`config.mk`:
```
export PLATFORM = sky130hd
export DESIGN_NAME = decode_stage
export DESIGN_NICKNAME = d
export VERILOG_FILES = /design/src/rtl/decode_stage_pkg.sv /design/src/rtl/decode_stage_register_file.sv /design/src/rtl/decode_stage.sv
export SDC_FILE = /design/constraint.sdc
export NUM_CORES = 2
export LEC_CHECK = 0
export BUFFER_PORTS_ARGS = -buffer_cell sky130_fd_sc_hd__buf_4
export CAP_MARGIN = 30
export CORE_MARGIN = 3
export CORE_UTILIZATION = 60
export DETAILED_ROUTE_END_ITERATION = 8
export GPL_ROUTABILITY_DRIVEN = 0
export HOLD_SLACK_MARGIN = 0.06
export PLACE_DENSITY_LB_ADDON = 0.05
export RECOVER_POWER = 50
export SLEW_MARGIN = 10
export SYNTH_ARGS = -nofsm -noshare
export SYNTH_HDL_FRONTEND = slang
export SYNTH_HIERARCHICAL = 1
export SYNTH_SLANG_ARGS = --single-unit
```
`constraint.sdc`:
```
create_clock -name clk -period 2.1 [get_ports clk]
set_input_delay 0.105 -clock clk [delete_from_list [all_inputs] [get_ports clk]]
set_output_delay 0.105 -clock clk [all_outputs]
set_load 0.01 [all_outputs]
```
`src/rtl/decode_stage_pkg.sv`:
```
// Shared types and constants for the RV32I ID stage: opcodes, control enums,
// the IF->ID and ID->EX pipeline records, and the bubble encoding.
package decode_stage_pkg;

  localparam int NUM_REGS = 32;
  localparam int REG_ADDR_W = 5;
  localparam logic [31:0] NOP_INSTR = 32'h00000013;

  typedef enum logic [6:0] {
    OPCODE__LOAD   = 7'b0000011,
    OPCODE__FENCE  = 7'b0001111,
    OPCODE__OP_IMM = 7'b0010011,
    OPCODE__AUIPC  = 7'b0010111,
    OPCODE__STORE  = 7'b0100011,
    OPCODE__OP     = 7'b0110011,
    OPCODE__LUI    = 7'b0110111,
    OPCODE__BRANCH = 7'b1100011,
    OPCODE__JALR   = 7'b1100111,
    OPCODE__JAL    = 7'b1101111,
    OPCODE__SYSTEM = 7'b1110011
  } opcode_t;

  typedef enum logic [2:0] {
    IMM_FMT__I, IMM_FMT__S, IMM_FMT__B, IMM_FMT__U, IMM_FMT__J
  } imm_fmt_t;

  typedef enum logic [2:0] {
    ALU_OP__ADD, ALU_OP__SUB, ALU_OP__FUNCT, ALU_OP__FUNCT_IMM, ALU_OP__LUI, ALU_OP__AUIPC
  } alu_op_t;

  typedef enum logic [1:0] {
    RESULT_SRC__ALU, RESULT_SRC__MEM, RESULT_SRC__PC_PLUS_4
  } result_src_t;

  typedef enum logic [1:0] {
    PC_SRC__INCREMENT, PC_SRC__JUMP, PC_SRC__ALU_RESULT
  } pc_src_t;

  typedef struct packed {
    logic [31:0] instruction;
    logic [31:0] pc_cur;
    logic [31:0] pc_plus_4;
  } if_to_id_t;

  typedef struct packed {
    logic                  valid;
    logic [31:0]           pc_cur;
    logic [31:0]           pc_plus_4;
    logic [REG_ADDR_W-1:0] rs1;
    logic [REG_ADDR_W-1:0] rs2;
    logic [REG_ADDR_W-1:0] rd;
    logic [31:0]           rd1;
    logic [31:0]           rd2;
    logic [31:0]           imm_ext;
    alu_op_t               alu_op;
    logic                  alu_src;
    result_src_t           result_src;
    logic                  reg_write;
    logic                  mem_write;
    logic                  branch;
    logic [2:0]            funct3;
    pc_src_t               pc_src;
    logic                  illegal;
  } id_to_ex_t;

  // Decode of NOP_INSTR with every side effect suppressed and valid low.
  function automatic id_to_ex_t bubble();
    id_to_ex_t b;
    b         = '0;
    b.rs1     = NOP_INSTR[19:15];
    b.rs2     = NOP_INSTR[24:20];
    b.rd      = NOP_INSTR[11:7];
    b.funct3  = NOP_INSTR[14:12];
    b.imm_ext = {{20{NOP_INSTR[31]}}, NOP_INSTR[31:20]};
    b.alu_op  = ALU_OP__FUNCT_IMM;
    b.alu_src = 1'b1;
    return b;
  endfunction

endpackage

```
`src/rtl/decode_stage_register_file.sv`:
```
// 32x32 register file: two combinational read ports with write-through bypass,
// one write port, x0 hardwired to zero, asynchronous active-low clear.
module decode_stage_register_file
  import decode_stage_pkg::*;
(
  input  logic                       clk,
  input  logic                       reset,
  input  logic                       write_enable,
  input  logic [REG_ADDR_W-1:0]      write_addr,
  input  logic [31:0]                write_data,
  input  logic [1:0][REG_ADDR_W-1:0] read_addr,
  output logic [1:0][31:0]           read_data
);

  logic [31:0] regs_reg [NUM_REGS];
  logic        write_hit;

  assign write_hit = write_enable && (write_addr != '0);

  always_ff @(posedge clk or negedge reset) begin
    if (!reset) begin
      for (int i = 0; i < NUM_REGS; i++) regs_reg[i] <= '0;
    end else if (write_hit) begin
      regs_reg[write_addr] <= write_data;
    end
  end

  generate
    for (genvar gi = 0; gi < 2; gi++) begin : g_read
      assign read_data[gi] = (read_addr[gi] == '0)                     ? 32'd0 :
                             (write_hit && write_addr == read_addr[gi]) ? write_data :
                                                                          regs_reg[read_addr[gi]];
    end
  endgenerate

endmodule

```
`src/rtl/decode_stage.sv`:
```
// RV32I ID stage: decodes IF_to_ID into a registered ID_to_EX record with
// one cycle of latency, honouring hazard-unit stall and flush.
module decode_stage
  import decode_stage_pkg::*;
(
  input  logic                  clk,
  input  logic                  reset,
  input  if_to_id_t             IF_to_ID,
  input  logic                  id__stall,
  input  logic                  id__flush,
  input  logic                  wb__reg_write,
  input  logic [REG_ADDR_W-1:0] wb__rd,
  input  logic [31:0]           wb__data,
  output id_to_ex_t             ID_to_EX
);

  logic [31:0]     instr;
  opcode_t         opcode;
  imm_fmt_t        imm_fmt;
  logic [31:0]     imm_ext;
  logic [1:0][31:0] read_data;
  id_to_ex_t       ctrl;
  id_to_ex_t       decoded;
  id_to_ex_t       id_to_ex_reg;

  assign instr  = IF_to_ID.instruction;
  assign opcode = opcode_t'(instr[6:0]);

  decode_stage_register_file u_register_file (
    .clk          (clk),
    .reset        (reset),
    .write_enable (wb__reg_write),
    .write_addr   (wb__rd),
    .write_data   (wb__data),
    .read_addr    ({instr[24:20], instr[19:15]}),
    .read_data    (read_data)
  );

  always_comb begin : decoder
    ctrl            = '0;
    imm_fmt         = IMM_FMT__I;
    ctrl.valid      = 1'b1;
    ctrl.pc_cur     = IF_to_ID.pc_cur;
    ctrl.pc_plus_4  = IF_to_ID.pc_plus_4;
    ctrl.rs1        = instr[19:15];
    ctrl.rs2        = instr[24:20];
    ctrl.rd         = instr[11:7];
    ctrl.rd1        = read_data[0];
    ctrl.rd2        = read_data[1];
    ctrl.funct3     = instr[14:12];
    ctrl.alu_op     = ALU_OP__ADD;
    ctrl.result_src = RESULT_SRC__ALU;
    ctrl.pc_src     = PC_SRC__INCREMENT;
    case (opcode)
      OPCODE__OP: begin
        ctrl.reg_write = 1'b1;
        ctrl.alu_op    = ALU_OP__FUNCT;
      end
      OPCODE__OP_IMM: begin
        ctrl.reg_write = 1'b1;
        ctrl.alu_op    = ALU_OP__FUNCT_IMM;
        ctrl.alu_src   = 1'b1;
      end
      OPCODE__LUI, OPCODE__AUIPC: begin
        imm_fmt        = IMM_FMT__U;
        ctrl.reg_write = 1'b1;
        ctrl.alu_src   = 1'b1;
        ctrl.alu_op    = (opcode == OPCODE__LUI) ? ALU_OP__LUI : ALU_OP__AUIPC;
      end
      OPCODE__LOAD: begin
        ctrl.reg_write  = 1'b1;
        ctrl.alu_src    = 1'b1;
        ctrl.result_src = RESULT_SRC__MEM;
      end
      OPCODE__STORE: begin
        imm_fmt        = IMM_FMT__S;
        ctrl.mem_write = 1'b1;
        ctrl.alu_src   = 1'b1;
        ctrl.rd        = '0;
      end
      // Branches are resolved in EX; rd bits are immediate bits here.
      OPCODE__BRANCH: begin
        imm_fmt     = IMM_FMT__B;
        ctrl.branch = 1'b1;
        ctrl.alu_op = ALU_OP__SUB;
        ctrl.rd     = '0;
      end
      OPCODE__JAL: begin
        imm_fmt         = IMM_FMT__J;
        ctrl.reg_write  = 1'b1;
        ctrl.result_src = RESULT_SRC__PC_PLUS_4;
        ctrl.pc_src     = PC_SRC__JUMP;
      end
      OPCODE__JALR: begin
        ctrl.reg_write  = 1'b1;
        ctrl.alu_src    = 1'b1;
        ctrl.result_src = RESULT_SRC__PC_PLUS_4;
        ctrl.pc_src     = PC_SRC__ALU_RESULT;
      end
      OPCODE__FENCE, OPCODE__SYSTEM: begin
        ctrl.rd = '0;
      end
      default: ctrl.illegal = 1'b1;
    endcase
  end

  always_comb begin : imm_gen
    imm_ext = {{20{instr[31]}}, instr[31:20]};
    case (imm_fmt)
      IMM_FMT__S: imm_ext = {{20{instr[31]}}, instr[31:25], instr[11:7]};
      IMM_FMT__B: imm_ext = {{19{instr[31]}}, instr[31], instr[7], instr[30:25], instr[11:8], 1'b0};
      IMM_FMT__U: imm_ext = {instr[31:12], 12'b0};
      IMM_FMT__J: imm_ext = {{11{instr[31]}}, instr[31], instr[19:12], instr[20], instr[30:21], 1'b0};
      default:    imm_ext = {{20{instr[31]}}, instr[31:20]};
    endcase
  end

  always_comb begin
    decoded         = ctrl;
    decoded.imm_ext = imm_ext;
  end

  always_ff @(posedge clk or negedge reset) begin
    if (!reset) begin
      id_to_ex_reg <= '0;
    end else if (id__flush) begin
      id_to_ex_reg <= bubble();
    end else if (!id__stall) begin
      id_to_ex_reg <= decoded;
    end
  end

  assign ID_to_EX = id_to_ex_reg;

endmodule

```
## Yosys cells after proc, flatten, opt, wreduce, memory -nomap -nowiden

Index checks and enable logic that the tools add are counted.

| cells by class | value |
|---|---|
| shift-type cells | 0 |
| muxes and demuxes | 27 |
| multipliers | 0 |
| order comparisons | 4 |
| reductions and logical operators | 13 |
| add/sub/neg operators | 0 |
| bitwise logic cells | 3 |
| equality and inequality tests | 18 |
| divide/modulo/power cells | 0 |

Operators by type and width:

| cell | count |
|---|---|
| bitwise mux 1024 bit | 1 |
| two-way mux 191 bit | 2 |
| binary-select mux 32 bit (select 5 bit) | 2 |
| two-way mux 32 bit | 9 |
| demux 32 bit (select 5 bit) | 1 |
| one-hot mux 31 bit (4 select lines) | 1 |
| == test 7 bit, second input constant | 4 |
| one-hot mux 3 bit (4 select lines) | 2 |
| == test 7 x 6 -> 1 bit, second input constant | 3 |
| >= comparator 6 bit, second input constant | 3 |
| NOT 5 -> 6 bit | 3 |
| == test 7 x 5 -> 1 bit, second input constant | 2 |
| OR reduction 11 bit | 1 |
| == test 5 bit | 2 |
| zero test 5 bit | 2 |
| one-hot mux 2 bit (2 select lines) | 2 |
| == test 7 x 2 -> 1 bit, second input constant | 1 |
| == test 7 x 4 -> 1 bit, second input constant | 1 |
| OR reduction 7 bit | 1 |
| == test 3 x 2 -> 1 bit, second input constant | 2 |
| < comparator 6 x 1 -> 1 bit, second input constant | 1 |
| two-way mux 1 bit | 6 |
| OR reduction 6 bit | 1 |
| two-way mux 5 bit | 1 |
| other kinds (7) | 11 |

| storage, ports and cells | value |
|---|---|
| memory bits (writable) | 0 |
| memories | 0 |
| register bits | 1,215 |
| bits in read-only memories | 0 |
| word-level logic and storage cells | 115 |
| bits in latches | 0 |
| input port bits | 138 |

## Logic depth before layout (Yosys ltp)

| depth | value |
|---|---|
| word-level depth | 8 |
| gate-level depth with buffers | 13 |
| mapped depth without buffers | 8 |

## By module

Netlist, hierarchy kept.

Modules (own cells, without submodules):

| module | area an instance (µm²) | cells each | times used | sequential area each (µm²) |
|---|---|---|---|---|
| decode_stage_register_file | 54,937.7 | 3,827 | 1 | 25,624.6 |
| decode_stage | 8,023.9 | 698 | 1 | 4,779.6 |

## Worst setup path before layout

Ideal clock, no wire load.

| path | value |
|---|---|
| path type | in2reg |
| start point | input IF_to_ID[81] (netlist name) |
| end point | register id_to_ex_reg, in the netlist ID_to_EX[83] |
| stages | 9 |
| arrival time | 2,069 ps |
| setup slack | -91 ps |
| path through | buf_2 > buf_2 > buf_1 > mux4_2 > mux2_2 > a221o_1 > a32o_1 > mux2i_1 > nor2_1 |

RTL lines:

| element | line | RTL |
|---|---|---|
| start: declaration | decode_stage.sv:8 | `input if_to_id_t IF_to_ID,` |
| end signal: assignment | decode_stage.sv:127 | `id_to_ex_reg <= bubble();` |
| end signal: assignment | decode_stage.sv:129 | `id_to_ex_reg <= decoded;` |
| end: declaration | decode_stage.sv:24 | `id_to_ex_t id_to_ex_reg;` |

## Worst setup path in the final report

| path | value |
|---|---|
| start point | input IF_to_ID[67] (netlist name) |
| end point | register id_to_ex_reg, in the netlist ID_to_EX[0] |

| on the way | value |
|---|---|
| cells in the longest elaborated chain, start to end | 5 |
| elaborated cells on any way between the ends | 15 |
| classes of those cells | eq/ne: 11; mux: 3; reduce/logical: 1 |

RTL lines:

| element | line | RTL |
|---|---|---|
| == test 7 x 6 -> 1 bit (tied with other cells) | decode_stage.sv:54 | `case (opcode)` |
| OR reduction 11 bit (no line) * | n/a |  |
| two-way mux 1 bit * | decode_stage.sv:54 |  |
| two-way mux 191 bit * | decode_stage.sv:128 | `end else if (!id__stall) begin` |
| two-way mux 191 bit * | decode_stage.sv:126 | `end else if (id__flush) begin` |

Every way passes the cells marked *; elsewhere a longest branch is shown, timed or not. The select of a mux whose other input is x is not followed.
A chain may end at the register's enable or synchronous reset.

==> impl_metrics.toml <==
[status]
run_status = "complete, no violations"

[critical_path]
worst_path_largest_cell_delay_ns = 0.60
critical_path_required_ns = 2.72
arrival_ns = 2.69
worstRegToRegCells = 6
cell_breakdown_of_the_critical_path = "buf_4 -> nor2_1 -> dlygate4sd3_1 -> o21ai_0 -> dlygate4sd3_1 -> a21o_1 -> dlygate4sd3_1 -> a22o_1"
critical-path-top-cell-by-count = "dlygate4sd3_1"
setup.reg_to_reg.worst_slack_ns = 0.03
critical_path_startpoint_category = "primary input"
standard_cell_with_the_maximum_stage_delay_on_the_critical_path = "dlygate4sd3_1"
type_of_the_setup_path_with_the_least_slack = "in -> reg"
cp_max_fo = 11
setup.worst_path.end_class = "register"

[clocking]
cts-root-buf = "clkbuf_16"
ctsHtreeMaxLevel = 4
max-clock-path-buffers = 3
cts_num_sinks = 1215
insertion_delay_ns = 0.75
number_of_cts_inserted_buffers = 134
tritoncts_clock_tree = "done"
clk_transition_reported_paths_ns = 0.06

[cells_and_area]
drive_gt1_share_pct = 47.1
final_util_pct = 73.4
final_design_area_no_fill_sq_mm = 0.0761
largest_register_ffs = 1024
mostFrequentLayoutCell = "dfrtp_1"
syn_to_final_growth_pct = 20.9
instances_no_fill = 6591
most-common-layout-cells = "1,215 x dfrtp_1, 1,021 x mux2_2, 591 x buf_4, 391 x mux4_2, 377 x mux2i_1"
fillers = 6774
num-nets-final = 5244

[route]
detailroute.wirelength.met2_um = 97900
wl_per_cell_um = 33.5
route.met3.wl_um = 26300
via_count = 46549
detail-route-antenna-nets = 0
vias_per_cell = 7.06
drcViolationCount = 0
dr.first_iter.drc_count = 5327
met1Wirelength_um = 84700
drtPass1Iterations = 5
top_signal_layer_used = "met5"
drt-total-wl_um = 220000

[logic_synthesis]
dominant_combinational_cell_family_by_area_after_synthesis = "multiplexers"
synth_adder_area_share_pct = 0
synth.area.mux_share_pct = 38.4
post_synth_instance_area_sq_mm = 0.0630
synth.avg_cell_area_sq_um = 13.9
synthSimpleGateAreaFrac_pct = 3.83
yosys_register_bits = 1215
synth_cells = 4525
synth-seq-area-share_pct = 48.3
ys_warn_count = 6
synthesized_area_fraction_occupied_by_ao_oa_aoi_and_oai_cells_pct = 5.66
synth.lib_cells_used.distinct = 66
synth_xor_area_share_pct = 0.139
postSynthNetCount = 4663
post_synth_edffs = 0
async_flop_share_pct = 100
synth_flop_cell = "dfrtp_1"

[grt]
maximum_number_of_pins_on_one_net_before_global_route_repair = 111
grt_usage_pct = 40.4
globalRoute.totalOverflow = 0
antenna_found_initial = 4
grt_pass1_wl_um = 319000
number_of_global_route_vias_before_repair = 46596

[timing]
pins_over_their_slew_limit = 0
grt_setup_unrepaired = "yes"
max_freq_mhz = 482
hold_violations = 0
transition_time_at_the_pin_with_the_least_slew_margin_ns = 1.38
finalCriticalPeriod_ns = 2.07
setup_viol = 0
max-slew-margin-rel_pct = 8.09
skew_final_ns = 0.0265
layout_worst_path_cycle_share_pct = 98.8

[placed_design]
dpl.hpwl_um = 136000
dp_area_sq_mm = 0.0702
place.detailed.instances = 6172
buffer_ports.inserted = 328

[die]
floorplan_die_width_um = 330
die_area_sq_mm = 0.109
io_pins = 329
starting_density_of_the_core_pct = 60.7
die_h_um = 330
row_count = 118
core_region_area_sq_mm = 0.104

[min_path]
worst_hold_path_type = "in -> reg"
hold_path_depth = 5

[power_and_ir_drop]
power_mw = 68.2
ir_drop_worst_case_vdd_v = 0.000776
power.static_leakage_nw = 34.5
pwr_density_cell_mw_per_mm2 = 895

[job]
cap_viol_max_count = 0
==> metrics by stage <==
step	setup TNS, ns	hold slack, ns	setup WS [ns]
2_1_floorplan	0	-0.191	0.00610
3_3_place_gp	-15.09	0.0613	-0.485
3_5_place_dp	-18.82	0.0666	-0.480
4_1_cts	0	0.0642	0.00755
5_1_grt	-0.106	0.0923	-0.0324
6_report	0	0.0955	0.0262
==> where the power goes <==
part           total (mW)  switching, mW  internal (mW)
Sequential           30.6           3.15           27.4
Clock                23.9           9.70           14.2
Combinational        13.8           5.70           8.05
Total                68.2           18.5           49.6
==> cell usage after synthesis, types with 8 or more instances <==
library cell     n  share of area [%]
dfrtp_1       1215                 48
mux2_2        1029                 18
mux4_2         391                 14
mux2i_1        377                6.0
clkbuf_1       271                1.6
nor2_1         252                1.5
nand2_1        125               0.75
buf_2          112               0.89
a21oi_1         68               0.54
o221ai_1        65               0.90
buf_1           58               0.35
a22oi_1         46               0.55
a221o_1         43               0.68
nand3_1         36               0.29
a221oi_1        35               0.49
a32o_1          33               0.52
nor3_1          33               0.26
o21ai_0         33               0.26
buf_4           30               0.36
o22ai_1         26               0.26
buf_6           25               0.45
a211oi_1        24               0.29
a22o_1          16               0.22
a31oi_1         12               0.12
and3_1          12               0.12
nand4_1         12               0.12
nor2b_1         12               0.12
o31ai_1         10               0.12
a311oi_1         9               0.13
nor3b_1          9               0.11
o211ai_1         9               0.11
o22a_1           9               0.13
and2_1           8              0.079
nor4_1           8              0.079
==> layout make-up <==
type	instances	area, sq um	share of cell area [%]
clock buffer	201	4050	5.32
clock inverter	37	380	0.500
multi-input combinational	2807	30600	40.2
sequential	1215	30400	39.9
antenna	3	7.51	0.00986
inverter	7	26.3	0.0345
tap	1380	1730	2.27
timing repair buffer	941	8960	11.8
==> cells by family (layout without fill, tap and decap cells) <==
logic type	after synthesis	in the layout
AO/OA/AOI/OAI	461	461
XOR/XNOR	10	10
buffers and inverters	503	1186
flip-flops	1215	1215
multiplexers	1797	1797
other	0	3
AND/OR/NAND/NOR	539	539
==> critical path, delay by kind of cell <==
kind	cells	cell delay, ns
AND/OR/NAND/NOR	1	0.18
AO/OA/AOI/OAI	3	0.51
buffers and inverters	4	1.90
==> layer usage <==
metal  GRT usage [%]  vias up
met5           0.488        -
met4            18.5        2
met3            11.2      689
met2            60.1     3065
met1            55.9    24389
li1                -    18404
==> timing repair <==
action,in CTS,in global routing
setup endpoints to repair,1,22
pin swaps,0,11
buffers inserted,0,11
hold buffers,167,1
resized for setup,1,29
endpoints found under the hold margin,2398,1
==> path summary, 6_finish.rpt <==
path | from | end
max | IF_to_ID[67] | ID_to_EX[0]
min | IF_to_ID[85] | ID_to_EX[117]
max reg2reg | u_register_file/regs_reg[602] | ID_to_EX[105]
min reg2reg | u_register_file/regs_reg[1012] | u_register_file/regs_reg[1012]
max in group asynchronous | reset | u_register_file/regs_reg[346]
min in group asynchronous | reset | u_register_file/regs_reg[451]
(Power assumes the default switching activity.)
